--- src/rtl/fetch_stage.sv ---
// -----------------------------------------------------------------------------
// fetch_stage
//
// Instruction-fetch stage of a simple in-order pipeline. Holds the program
// counter, issues word-aligned requests to instruction memory and captures the
// returned word into the IF/ID pipeline register. Handles downstream
// back-pressure (stall), control-flow redirects and a one-cycle boot state
// after reset.
//
// Parameters
//   RESET_PC     first fetch address after reset (low two bits forced to 0)
//
// Ports
//   clk          single clock, rising edge
//   rst          synchronous, active-high reset
//   imem_req     fetch request to instruction memory
//   imem_addr    word-aligned fetch address (the current PC)
//   imem_ready   imem_rdata carries the answer to this cycle's request
//   imem_rdata   fetched instruction word
//   stall        downstream cannot accept a new instruction this cycle
//   redirect     taken branch/jump; restart fetch at redirect_pc
//   redirect_pc  new fetch address, bits [1:0] ignored
//   id_valid     IF/ID holds a real instruction
//   id_pc        PC of the instruction in IF/ID
//   id_instr     instruction in IF/ID (NOP when empty)
//   id_opcode    id_instr[6:0], feeds the control unit
// -----------------------------------------------------------------------------
module fetch_stage #(
  parameter logic [31:0] RESET_PC = 32'h0000_0000
) (
  input  logic        clk,
  input  logic        rst,
  output logic        imem_req,
  output logic [31:0] imem_addr,
  input  logic        imem_ready,
  input  logic [31:0] imem_rdata,
  input  logic        stall,
  input  logic        redirect,
  input  logic [31:0] redirect_pc,
  output logic        id_valid,
  output logic [31:0] id_pc,
  output logic [31:0] id_instr,
  output logic [6:0]  id_opcode
);

  localparam logic [31:0] NOP = 32'h0000_0013;  // addi x0, x0, 0

  typedef enum logic [1:0] {
    BOOT  = 2'd0,
    FETCH = 2'd1,
    HOLD  = 2'd2
  } state_t;

  // Clear the byte offset so every fetch address is word aligned.
  function automatic logic [31:0] align_word(input logic [31:0] addr);
    return addr & 32'hFFFF_FFFC;
  endfunction

  // Sequential next PC; the 32-bit add wraps naturally at the top of memory.
  function automatic logic [31:0] pc_incr(input logic [31:0] pc);
    return pc + 32'd4;
  endfunction

  localparam logic [31:0] RESET_PC_ALIGNED = align_word(RESET_PC);

  state_t      state;
  state_t      state_nxt;

  logic [31:0] pc_p0;      // address being fetched
  logic        vld_p1;     // IF/ID occupancy
  logic [31:0] pc_p1;
  logic [31:0] instr_p1;

  logic        blocked;    // IF/ID full and downstream not taking it
  logic        accept;     // capture imem_rdata into IF/ID this cycle

  assign blocked = vld_p1 && stall;

  // ---------------------------------------------------------------------------
  // FSM: state register
  // ---------------------------------------------------------------------------
  always_ff @(posedge clk) begin
    if (rst) begin
      state <= BOOT;
    end else begin
      state <= state_nxt;
    end
  end

  // ---------------------------------------------------------------------------
  // FSM: next-state logic
  // A redirect always lands in FETCH so the target is requested next cycle.
  // ---------------------------------------------------------------------------
  always_comb begin
    state_nxt = state;
    if (redirect) begin
      state_nxt = FETCH;
    end else begin
      unique case (state)
        BOOT:    state_nxt = FETCH;
        FETCH:   state_nxt = blocked ? HOLD : FETCH;
        HOLD:    state_nxt = stall ? HOLD : FETCH;
        default: state_nxt = BOOT;
      endcase
    end
  end

  // ---------------------------------------------------------------------------
  // FSM: output logic
  // The request is dropped whenever IF/ID cannot take a new word, so memory
  // never returns data that would have to be thrown away for back-pressure.
  // ---------------------------------------------------------------------------
  always_comb begin
    imem_req = 1'b0;
    accept   = 1'b0;
    unique case (state)
      FETCH: begin
        imem_req = !blocked;
        accept   = imem_ready && !redirect && !blocked;
      end
      default: begin
        imem_req = 1'b0;
        accept   = 1'b0;
      end
    endcase
    if (rst) begin
      imem_req = 1'b0;
      accept   = 1'b0;
    end
  end

  // ---------------------------------------------------------------------------
  // Stage p0 -> p1: PC update and IF/ID capture
  // Priority: reset, redirect, accept, then draining a consumed instruction.
  // When IF/ID is valid and stalled nothing below fires, so it holds.
  // ---------------------------------------------------------------------------
  always_ff @(posedge clk) begin
    if (rst) begin
      pc_p0    <= RESET_PC_ALIGNED;
      vld_p1   <= 1'b0;
      pc_p1    <= 32'h0000_0000;
      instr_p1 <= NOP;
    end else if (redirect) begin
      pc_p0    <= align_word(redirect_pc);
      vld_p1   <= 1'b0;
      instr_p1 <= NOP;
    end else if (accept) begin
      pc_p0    <= pc_incr(pc_p0);
      vld_p1   <= 1'b1;
      pc_p1    <= pc_p0;
      instr_p1 <= imem_rdata;
    end else if (vld_p1 && !stall) begin
      // Downstream consumed the word and nothing replaced it: insert a bubble.
      vld_p1   <= 1'b0;
      instr_p1 <= NOP;
    end
  end

  assign imem_addr = pc_p0;
  assign id_valid  = vld_p1;
  assign id_pc     = pc_p1;
  assign id_instr  = instr_p1;
  assign id_opcode = instr_p1[6:0];

`ifndef SYNTHESIS
  a_addr_aligned: assert property (@(posedge clk) imem_addr[1:0] == 2'b00);
  a_no_req_in_reset: assert property (@(posedge clk) rst |-> !imem_req);
`endif

endmodule

--- config.mk ---
export PLATFORM = sky130hd
export DESIGN_NAME = fetch_stage
export DESIGN_NICKNAME = d
export VERILOG_FILES = /design/src/rtl/fetch_stage.sv
export SDC_FILE = /design/constraint.sdc
export NUM_CORES = 1
export LEC_CHECK = 0
export ABC_AREA = 0
export BUFFER_PORTS_ARGS = -buffer_cell sky130_fd_sc_hd__buf_2
export CORE_MARGIN = 5
export CORE_UTILIZATION = 48
export CTS_CLUSTER_DIAMETER = 60
export DETAILED_ROUTE_END_ITERATION = 8
export GPL_TIMING_DRIVEN = 0
export PLACE_DENSITY = 0.86
export SKIP_CTS_REPAIR_TIMING = 1
export SYNTH_ARGS = -nofsm -noshare
export SYNTH_HDL_FRONTEND = slang
export SYNTH_SLANG_ARGS = --single-unit
--- constraint.sdc ---
create_clock -name clk -period 2.8 [get_ports clk]
set_input_delay 0.28 -clock clk [delete_from_list [all_inputs] [get_ports clk]]
set_output_delay 0.28 -clock clk [all_outputs]
set_load 0.03 [all_outputs]
==> results.py, run 1 <==
metrics = {
    "outcome": {
        "status": "complete, no violations",
    },
    "clock_tree": {
        "htreeDepth": 3,
        "clkLatencyLatePin_ps": 370,
        "cts_root_buf": "clkbuf_8",
        "tritoncts": "yes",
        "clkTransAtPathRegs_ps": 100,
        "clkSinkCount": 95,
        "cts_buffers": 9,
        "cts_buffer_depth": 2,
    },
    "place": {
        "port_buffers": 166,
        "dp_hpwl_um": 10370,
        "routabilityCongestion": 0.9320,
    },
    "synth": {
        "postSynthAreaPerCell_um2": 8.924,
        "yosysUniqueCellTypes": 49,
        "synth_area_um2": 4248,
        "synth_xor_area_frac": 0.01237,
        "synth_compound_area_frac": 0.1826,
        "ys.flop_type": "dfxtp_1",
        "synth-adder-area-share": 0.002946,
        "synth-seq-cells": 95,
        "yosys-top-cells-count": "dfxtp_1, nand2_1, a22o_1",
        "ys_seq_area_frac": 0.4477,
        "synthMuxAreaShare": 0.002356,
        "yosysMostFrequentCell": "dfxtp_1",
        "synth_top_cell_by_area": "dfxtp_1",
        "synth_top_cell_area_share": 0.4477,
        "synthCells": 476,
        "synth_edf_count": 0,
        "yosys.area_share.simple": 0.2819,
        "async_flop_share": 0,
        "synth_top_family_by_area": "simple AND/OR/NAND/NOR gates",
        "synth_area_leaders": "dfxtp_1, nand2_1, a22o_1",
        "synth_warnings": 0,
    },
    "worst_setup_path": {
        "slowest_delay_ps": 490,
        "critical_path.cell_chain": "nor2b_1 -> and4_1 -> clkbuf_1 -> clkbuf_1 -> o311ai_0 -> o221ai_1",
        "worstPathRequired_ps": 3090,
        "reg2reg_from": "state[0]",
        "endpoint_kind": "flop",
        "worstPathMaxFanout": 10,
        "r2r-end": "imem_addr[30]",
        "arrival_ps": 2600,
        "cpMostUsedCell": "clkbuf_1",
        "critPathLaunchType": "flop",
        "rr_worst_depth": 6,
        "path_class": "reg2reg",
        "r2r_slack_ps": 500,
        "crit_slowest_cell": "clkbuf_1",
    },
    "timing": {
        "clock.fmax_mhz": 434.3,
        "slew_violations": 0,
        "hold_viol": 0,
        "whs_ps": 125.2,
        "period_needed_ps": 2303,
        "slew_headroom": 0.5128,
        "worst_pin_slew_ps": 724.2,
        "setup-violations-final": 0,
        "fin_worst_skew_ps": 15.97,
        "grt_setup_unrepaired": "no",
        "tns_ps": 0,
        "fin_crit_sh": 0.8223,
    },
    "detailed_routing": {
        "wl_per_cell_um": 18.15,
        "first_iter_violations": 424,
        "viasPerCell": 5.815,
        "antenna_left": 0,
        "drc": 0,
        "dr.pass1.iters": 5,
        "wirelength_um": 13960,
        "num_vias": 4472,
    },
    "floorplanning": {
        "fp.dieW_um": 104.1,
        "io_pins": 174,
        "initial_core_util": 0.4895,
        "num_rows": 34,
        "core_area_um2": 8678,
        "dieArea_um2": 10830,
        "die_h_um": 104.1,
    },
    "hold_path": {
        "min_from": "imem_rdata[10]",
        "holdPathEnd": "id_instr[10]",
        "min_path_cells": 2,
        "hold_class": "in2reg",
    },
    "layout": {
        "area_delta_synth_final_pct": 27.25,
        "fillers": 766,
        "seq_area_um2": 1902,
        "drive_gt1_frac": 0.3207,
        "antenna_cells": 0,
        "multiInputGateArea_um2": 2063,
        "nNetsFinal": 726,
    },
    "power_and_ir_drop": {
        "static-leakage-power_nw": 2.417,
        "power_per_cell_area_nw_per_um2": 504.6,
        "ir_drop_v": 0.0002110,
    },
    "global_route": {
        "top_usage_layer": "met2",
        "use_met1": 0.2981,
        "grt_pass1_vias": 4525,
        "grt_pass1_wl_um": 22460,
        "gr-usage-all-layers": 0.2507,
        "overflow": 0,
        "grt_max_degree": 18,
        "grtUsageMet3": 0.08256,
        "antenna_found_initial": 0,
        "met2_usage": 0.4117,
    },
    "run": {
        "maxCapViolCount": 0,
    },
}
critical path, delay by kind of cell (launching register included):
kind / cells / cell delay [ps]
buffers and inverters: 2 / 960
and+or+nand+nor: 2 / 560
DFF: 1 / 380
AOI/OAI and AO/OA: 2 / 330
state kept, by name (all words and copies together), names as in the netlist:
name / cells
imem_addr: 30
id_pc: 30
state: 2
id_instr: 32
id_valid: 1
routing by layer:
metal / vias to the layer above / share of wire
li1: 2116 / -
met1: 2064 / 0.39
met2: 255 / 0.48
met3: 37 / 0.10
met4: 0 / 0.028
met5: - / 0
power by group:
part / internal, mW / switching [mW] / leakage (nW)
logic: 0.144 / 0.255 / 1.56
registers: 1.40 / 0.0680 / 0.775
clock network: 0.334 / 0.528 / 0.0842
total: 1.88 / 0.851 / 2.42
worst max-delay path by stage:
| stage | depth (start not counted) | startpoint | endpoint | slack (ps) |
|---|---|---|---|---|
| floorplan | 4 | imem_addr[17] | imem_addr[22] | 630 |
| global placement | 7 | redirect | id_pc[29] | 370 |
| detailed placement | 7 | redirect | id_pc[29] | 360 |
| CTS | 6 | state[0] | imem_addr[30] | 530 |
| global route | 6 | state[0] | imem_addr[30] | 260 |
| finish | 6 | state[0] | imem_addr[30] | 500 |
layout by cell type (no fill, tap or decap), types with 6 or more instances in the layout:
cell type and n:
buf_2 166, dfxtp_1 95, nand2_1 76, a22o_1 29, nand3b_1 25, nor2_1 24
clkbuf_1 23, nand4_1 15, a31oi_1 14, clkbuf_8 13, buf_4 12, and2_1 11
nand3_1 10, or4_1 10, a21oi_1 10, inv_1 8, a311oi_1 8, nor3_1 7
o221ai_1 7, o31ai_1 7, a211oi_1 7, nor4_1 6
cells by family (layout without fill, tap and decap cells):
family | Yosys count | in the layout
buf+inv | 53 | 235
fa+ha+maj | 1 | 1
compound gates | 101 | 101
xor+xnor | 6 | 6
simple gates | 218 | 218
mux | 1 | 1
flops | 95 | 95
other cells | 1 | 4
metrics by stage:
step | instances | power (mW) | cell area (um2) | setup slack, ps | utilization
CTS | 769 | 2.726 | 5405 | 527.7 | 0.6228
floorplan | 479 | 1.729 | 4259 | 633.2 | -
global placement | 753 | 1.879 | 5225 | 365.6 | 0.6021
global route | 769 | 2.821 | 5405 | 260.8 | 0.6228
detailed placement | 753 | 1.889 | 5225 | 363.5 | 0.6021
finish | 769 | 2.728 | 5405 | 497.5 | 0.6228
layout make-up:
cell class                 count  area share
clock buffer                   9     0.02292
inverter                       8    0.005556
buffer                        45     0.04884
multi-input combinational    331      0.3817
tap                          108     0.02500
sequential                    95      0.3519
timing repair buffer         166      0.1537
clock inverter                 7     0.01042
Note: power is estimated with default switching activity, not from simulation.
==> run 2, diff against run 1 <==
--- a/config.mk
+++ b/config.mk
@@ -8,11 +8,11 @@
 export ABC_AREA = 0
 export BUFFER_PORTS_ARGS = -buffer_cell sky130_fd_sc_hd__buf_2
 export CORE_MARGIN = 5
-export CORE_UTILIZATION = 48
+export CORE_UTILIZATION = 44
 export CTS_CLUSTER_DIAMETER = 60
 export DETAILED_ROUTE_END_ITERATION = 8
 export GPL_TIMING_DRIVEN = 0
-export PLACE_DENSITY = 0.86
+export PLACE_DENSITY = 0.83
 export SKIP_CTS_REPAIR_TIMING = 1
 export SYNTH_ARGS = -nofsm -noshare
 export SYNTH_HDL_FRONTEND = slang
==> constraint.sdc (replaced) <==
create_clock -name clk -period 2.1 [get_ports clk]
set_input_delay 0.21 -clock clk [delete_from_list [all_inputs] [get_ports clk]]
set_output_delay 0.21 -clock clk [all_outputs]
set_load 0.03 [all_outputs]
==> results.py, run 2 (synthesis gave the netlist of run 1 again) <==
metrics = {
    "floorplanning": {
        "num_rows": 35,
        "dieArea_um2": 11720,
        "initial_core_util": 0.4554,
        "die_h_um": 108.3,
        "io_pins": 174,
        "core_area_um2": 9328,
        "fp.dieW_um": 108.3,
    },
    "detailed_routing": {
        "drc": 0,
        "antenna_left": 0,
        "dr.pass1.iters": 8,
        "wirelength_um": 14370,
        "wl_per_cell_um": 18.17,
        "first_iter_violations": 569,
        "viasPerCell": 5.760,
        "num_vias": 4556,
    },
    "layout": {
        "nNetsFinal": 727,
        "fillers": 845,
        "multiInputGateArea_um2": 2091,
        "antenna_cells": 0,
        "drive_gt1_frac": 0.3610,
        "final_common_cell": "buf_2",
        "area_delta_synth_final_pct": 30.04,
        "seq_area_um2": 1933,
        "final_cell_mix": "buf_2, dfxtp_1, nand2_1",
        "largest_reg_flops": 32,
    },
    "global_route": {
        "met2_usage": 0.4059,
        "grtUsageMet3": 0.07761,
        "grt_pass1_wl_um": 21870,
        "grt_pass1_vias": 4346,
        "antenna_found_initial": 0,
        "use_met1": 0.2885,
        "grt_max_degree": 19,
        "gr-usage-all-layers": 0.2380,
        "overflow": 0,
        "top_usage_layer": "met2",
    },
    "timing": {
        "layout_setup_ws_ps": 48.28,
        "hold_viol": 0,
        "setup-violations-final": 0,
        "fin_worst_skew_ps": 15.58,
        "slew_violations": 0,
        "period_needed_ps": 2052,
        "tns_ps": 0,
        "worst_pin_slew_ps": 716.2,
        "slew_headroom": 0.5182,
        "clock.fmax_mhz": 487.4,
        "fin_crit_sh": 0.9770,
    },
    "power_and_ir_drop": {
        "finalPower_mw": 3.725,
        "ir_drop_v": 0.0004221,
        "power_per_cell_area_nw_per_um2": 674.2,
        "static-leakage-power_nw": 2.470,
    },
    "place": {
        "dp_hpwl_um": 10630,
        "pre_cts_slack_ps": -289.2,
        "routabilityCongestion": 0.9157,
        "port_buffers": 166,
    },
    "worst_setup_path": {
        "critical_path.cell_chain": "and4_1 -> clkbuf_2 -> nand3_1 -> or4_1 -> a311oi_1",
        "path_class": "reg2reg",
        "path_delay_family": "simple AND/OR/NAND/NOR gates",
        "path_buf_inv": 1,
        "slowest_delay_ps": 550,
        "worstPathMaxFanout": 8,
        "critPathLaunchType": "flop",
        "arrival_ps": 2320,
        "crit_slowest_cell": "or4_1",
        "worstPathRequired_ps": 2370,
        "endpoint_kind": "flop",
    },
    "outcome": {
        "status": "complete, no violations",
    },
    "clock_tree": {
        "clkLatencyLatePin_ps": 370,
        "tritoncts": "yes",
        "clkSinkCount": 95,
        "clkTransAtPathRegs_ps": 100,
        "htreeDepth": 3,
        "cts_root_buf": "clkbuf_8",
        "cts_buffer_depth": 2,
        "cts_buffers": 9,
    },
    "run": {
        "maxCapViolCount": 0,
    },
    "hold_path": {
        "hold_class": "in2reg",
    },
}
run 2: final timing paths:
kind | startpoint | end | slack (ps) | depth (start not counted)
worst max-delay path | imem_addr[6] | imem_addr[22] | 50 | 5
worst min-delay path | imem_rdata[11] | id_instr[11] | 50 | 2
worst max register to register | imem_addr[6] | imem_addr[22] | 50 | 5
worst min register to register | id_pc[29] | id_pc[29] | 460 | 2
run 2: metrics by stage:
| step | cells | utilization | cell area, um2 | hold slack (ps) |
|---|---|---|---|---|
| 6_report | 791 | 0.5922 | 5524 | 50.82 |
| 5_1_grt | 791 | 0.5922 | 5524 | 35.43 |
| 4_1_cts | 790 | 0.5848 | 5455 | 43.30 |
| 3_5_place_dp | 774 | 0.5638 | 5259 | 431.2 |
| 3_3_place_gp | 774 | 0.5638 | 5259 | 426.2 |
| 2_1_floorplan | 479 | - | 4267 | 321.5 |
run 2: cell type report:
cell class | instances | share of cell area
plain buffers | 44 | 0.04824
clock buffers | 10 | 0.02492
clock inverters | 6 | 0.01065
inverters | 8 | 0.005436
multi-input cells | 331 | 0.3785
flip-flops and latches | 95 | 0.3499
well taps | 129 | 0.02922
repair buffers | 168 | 0.1531
run 2: worst register-to-register path: stages (launching register included):
cell and delay (ps):
dfxtp_1 470, and4_1 230, clkbuf_2 190, nand3_1 230, or4_1 550, a311oi_1 290
run 2: routing by layer:
metal	routed length, um	vias up
li1	-	2110
met5	0	-
met1	5499	2110
met2	6810	289
met4	367	0
met3	1690	47
run 2: power breakdown:
part | switching [mW] | internal (mW)
sequential | 0.0926 | 1.87
combinational | 0.343 | 0.195
clock | 0.733 | 0.495
total | 1.17 | 2.56
==> run 3, diff against run 2 <==
--- a/config.mk
+++ b/config.mk
@@ -8,11 +8,11 @@
 export ABC_AREA = 0
 export BUFFER_PORTS_ARGS = -buffer_cell sky130_fd_sc_hd__buf_2
 export CORE_MARGIN = 5
-export CORE_UTILIZATION = 44
+export CORE_UTILIZATION = 48
 export CTS_CLUSTER_DIAMETER = 60
 export DETAILED_ROUTE_END_ITERATION = 8
 export GPL_TIMING_DRIVEN = 0
-export PLACE_DENSITY = 0.83
+export PLACE_DENSITY = 0.86
 export SKIP_CTS_REPAIR_TIMING = 1
 export SYNTH_ARGS = -nofsm -noshare
 export SYNTH_HDL_FRONTEND = slang
==> constraint.sdc (replaced) <==
create_clock -name clk -period 2 [get_ports clk]
set_input_delay 0.2 -clock clk [delete_from_list [all_inputs] [get_ports clk]]
set_output_delay 0.2 -clock clk [all_outputs]
set_load 0.03 [all_outputs]
==> results.py, run 3 (synthesis gave the netlist of run 1 again) <==
metrics = {
    "outcome": {
        "status": "complete, no violations",
    },
    "detailed_routing": {
        "route.met3.wl_um": 1416,
        "antenna_left": 0,
        "first_iter_violations": 367,
        "wirelength_um": 14570,
        "wl_per_cell_um": 18.75,
        "wl_met1_um": 5609,
        "drc": 0,
        "dr.pass1.iters": 5,
        "dr.max_layer_used": "met4",
        "met2_length_um": 6953,
        "num_vias": 4611,
        "viasPerCell": 5.934,
    },
    "global_route": {
        "gr-usage-all-layers": 0.2536,
        "grt_pass1_wl_um": 22650,
        "antenna_found_initial": 0,
        "grt_pass1_vias": 4586,
        "grt_max_degree": 19,
        "overflow": 0,
    },
    "timing": {
        "worst_pin_slew_ps": 585.1,
        "tns_ps": 0,
        "slew_violations": 0,
        "clock.fmax_mhz": 510.0,
        "fin_worst_skew_ps": 12.88,
        "hold_viol": 0,
        "grt_setup_unrepaired": "yes",
        "setup-violations-final": 0,
        "fin_crit_sh": 0.9803,
        "slew_headroom": 0.6069,
        "period_needed_ps": 1961,
    },
    "place": {
        "port_buffers": 166,
        "dp_hpwl_um": 10420,
        "routabilityCongestion": 0.8877,
    },
    "hold_path": {
        "hold_class": "in2reg",
    },
    "power_and_ir_drop": {
        "ir_drop_v": 0.0004501,
        "finalPower_mw": 3.900,
        "static-leakage-power_nw": 2.527,
        "power_per_cell_area_nw_per_um2": 697.1,
    },
    "layout": {
        "utilization": 0.6446,
        "multiInputGateArea_um2": 2110,
        "nNetsFinal": 734,
        "seq_area_um2": 1954,
        "fillers": 766,
        "final_common_cell": "buf_2",
        "area_delta_synth_final_pct": 31.69,
        "final_cell_mix": "buf_2, dfxtp_1, nand2_1",
        "largest_reg_flops": 32,
        "drive_gt1_frac": 0.3812,
        "antenna_cells": 0,
    },
    "clock_tree": {
        "htreeDepth": 3,
        "cts_root_buf": "clkbuf_8",
        "clkTransAtPathRegs_ps": 100,
        "tritoncts": "yes",
        "clkSinkCount": 95,
        "cts_buffers": 9,
        "cts_buffer_depth": 2,
        "clkLatencyLatePin_ps": 380,
    },
    "floorplanning": {
        "initial_core_util": 0.4895,
        "io_pins": 174,
        "fp.dieW_um": 104.1,
        "dieArea_um2": 10830,
        "num_rows": 34,
        "die_h_um": 104.1,
        "core_area_um2": 8678,
    },
    "worst_setup_path": {
        "critPathLaunchType": "flop",
        "worstPathMaxFanout": 9,
        "slowest_delay_ps": 620,
        "path_class": "reg2reg",
        "crit_slowest_cell": "or4_2",
        "endpoint_kind": "flop",
        "path_buf_inv": 0,
        "critical_path.cell_chain": "nand4_4 -> or4_4 -> or4_2 -> o211ai_1",
        "worstPathRequired_ps": 2300,
        "path_delay_family": "simple AND/OR/NAND/NOR gates",
        "arrival_ps": 2260,
    },
    "run": {
        "maxCapViolCount": 0,
    },
}
==> run 3: cell count changes in the layout (fill, tap and decap cells not counted), sizes merged <==
cell / previous run / this run
buf: 181 / 190
clkinvlp: 1 / 0
clkinv: 1 / 2
clkbuf: 41 / 39
==> run 3: report_power, final <==
group	internal (mW)	leakage (nW)	switching, mW
Clock	0.517	0.101	0.753
Combinational	0.211	1.64	0.365
Sequential	1.96	0.784	0.0962
Total	2.68	2.53	1.21
==> run 3: final timing paths <==
| check | start | to | slack [ps] | depth (start not counted) |
|---|---|---|---|---|
| min | imem_rdata[9] | id_instr[9] | 30 | 2 |
| min reg2reg | id_pc[27] | id_pc[27] | 460 | 2 |
| max | imem_addr[18] | imem_addr[23] | 40 | 4 |
| max reg2reg | imem_addr[18] | imem_addr[23] | 40 | 4 |
==> run 3: layer usage <==
metal / GRT usage / vias up
li1: - / 2126
met1: 0.3022 / 2159
met2: 0.4262 / 273
met3: 0.06580 / 53
met4: 0.1156 / 0
met5: 0 / -
==> run 3: cell type report <==
type | instances | area share
Multi-Input combinational cell | 331 | 0.3771
Sequential cell | 95 | 0.3494
Timing Repair Buffer | 175 | 0.1606
Buffer | 44 | 0.04853
Clock buffer | 10 | 0.02460
Tap cell | 108 | 0.02416
Clock inverter | 6 | 0.01029
Inverter | 8 | 0.005368
==> run 3: metrics by stage <==
step | area, um2 | hold slack (ps) | std cells | setup WS [ps]
after floorplan | 4272 | 311.5 | 479 | 0.4348
after global placement | 5238 | 415.4 | 753 | -375.8
after detailed placement | 5238 | 422.4 | 753 | -433.9
after CTS | 5433 | 24.26 | 769 | -273.1
after global routing | 5594 | 23.65 | 777 | -27.96
final | 5594 | 28.55 | 777 | 39.31
==> run 3: worst reg2reg max path, stage by stage (launching register included) <==
cell      delay (ps)
dfxtp_4          400
nand4_4          170
or4_4            600
or4_2            620
o211ai_1         110
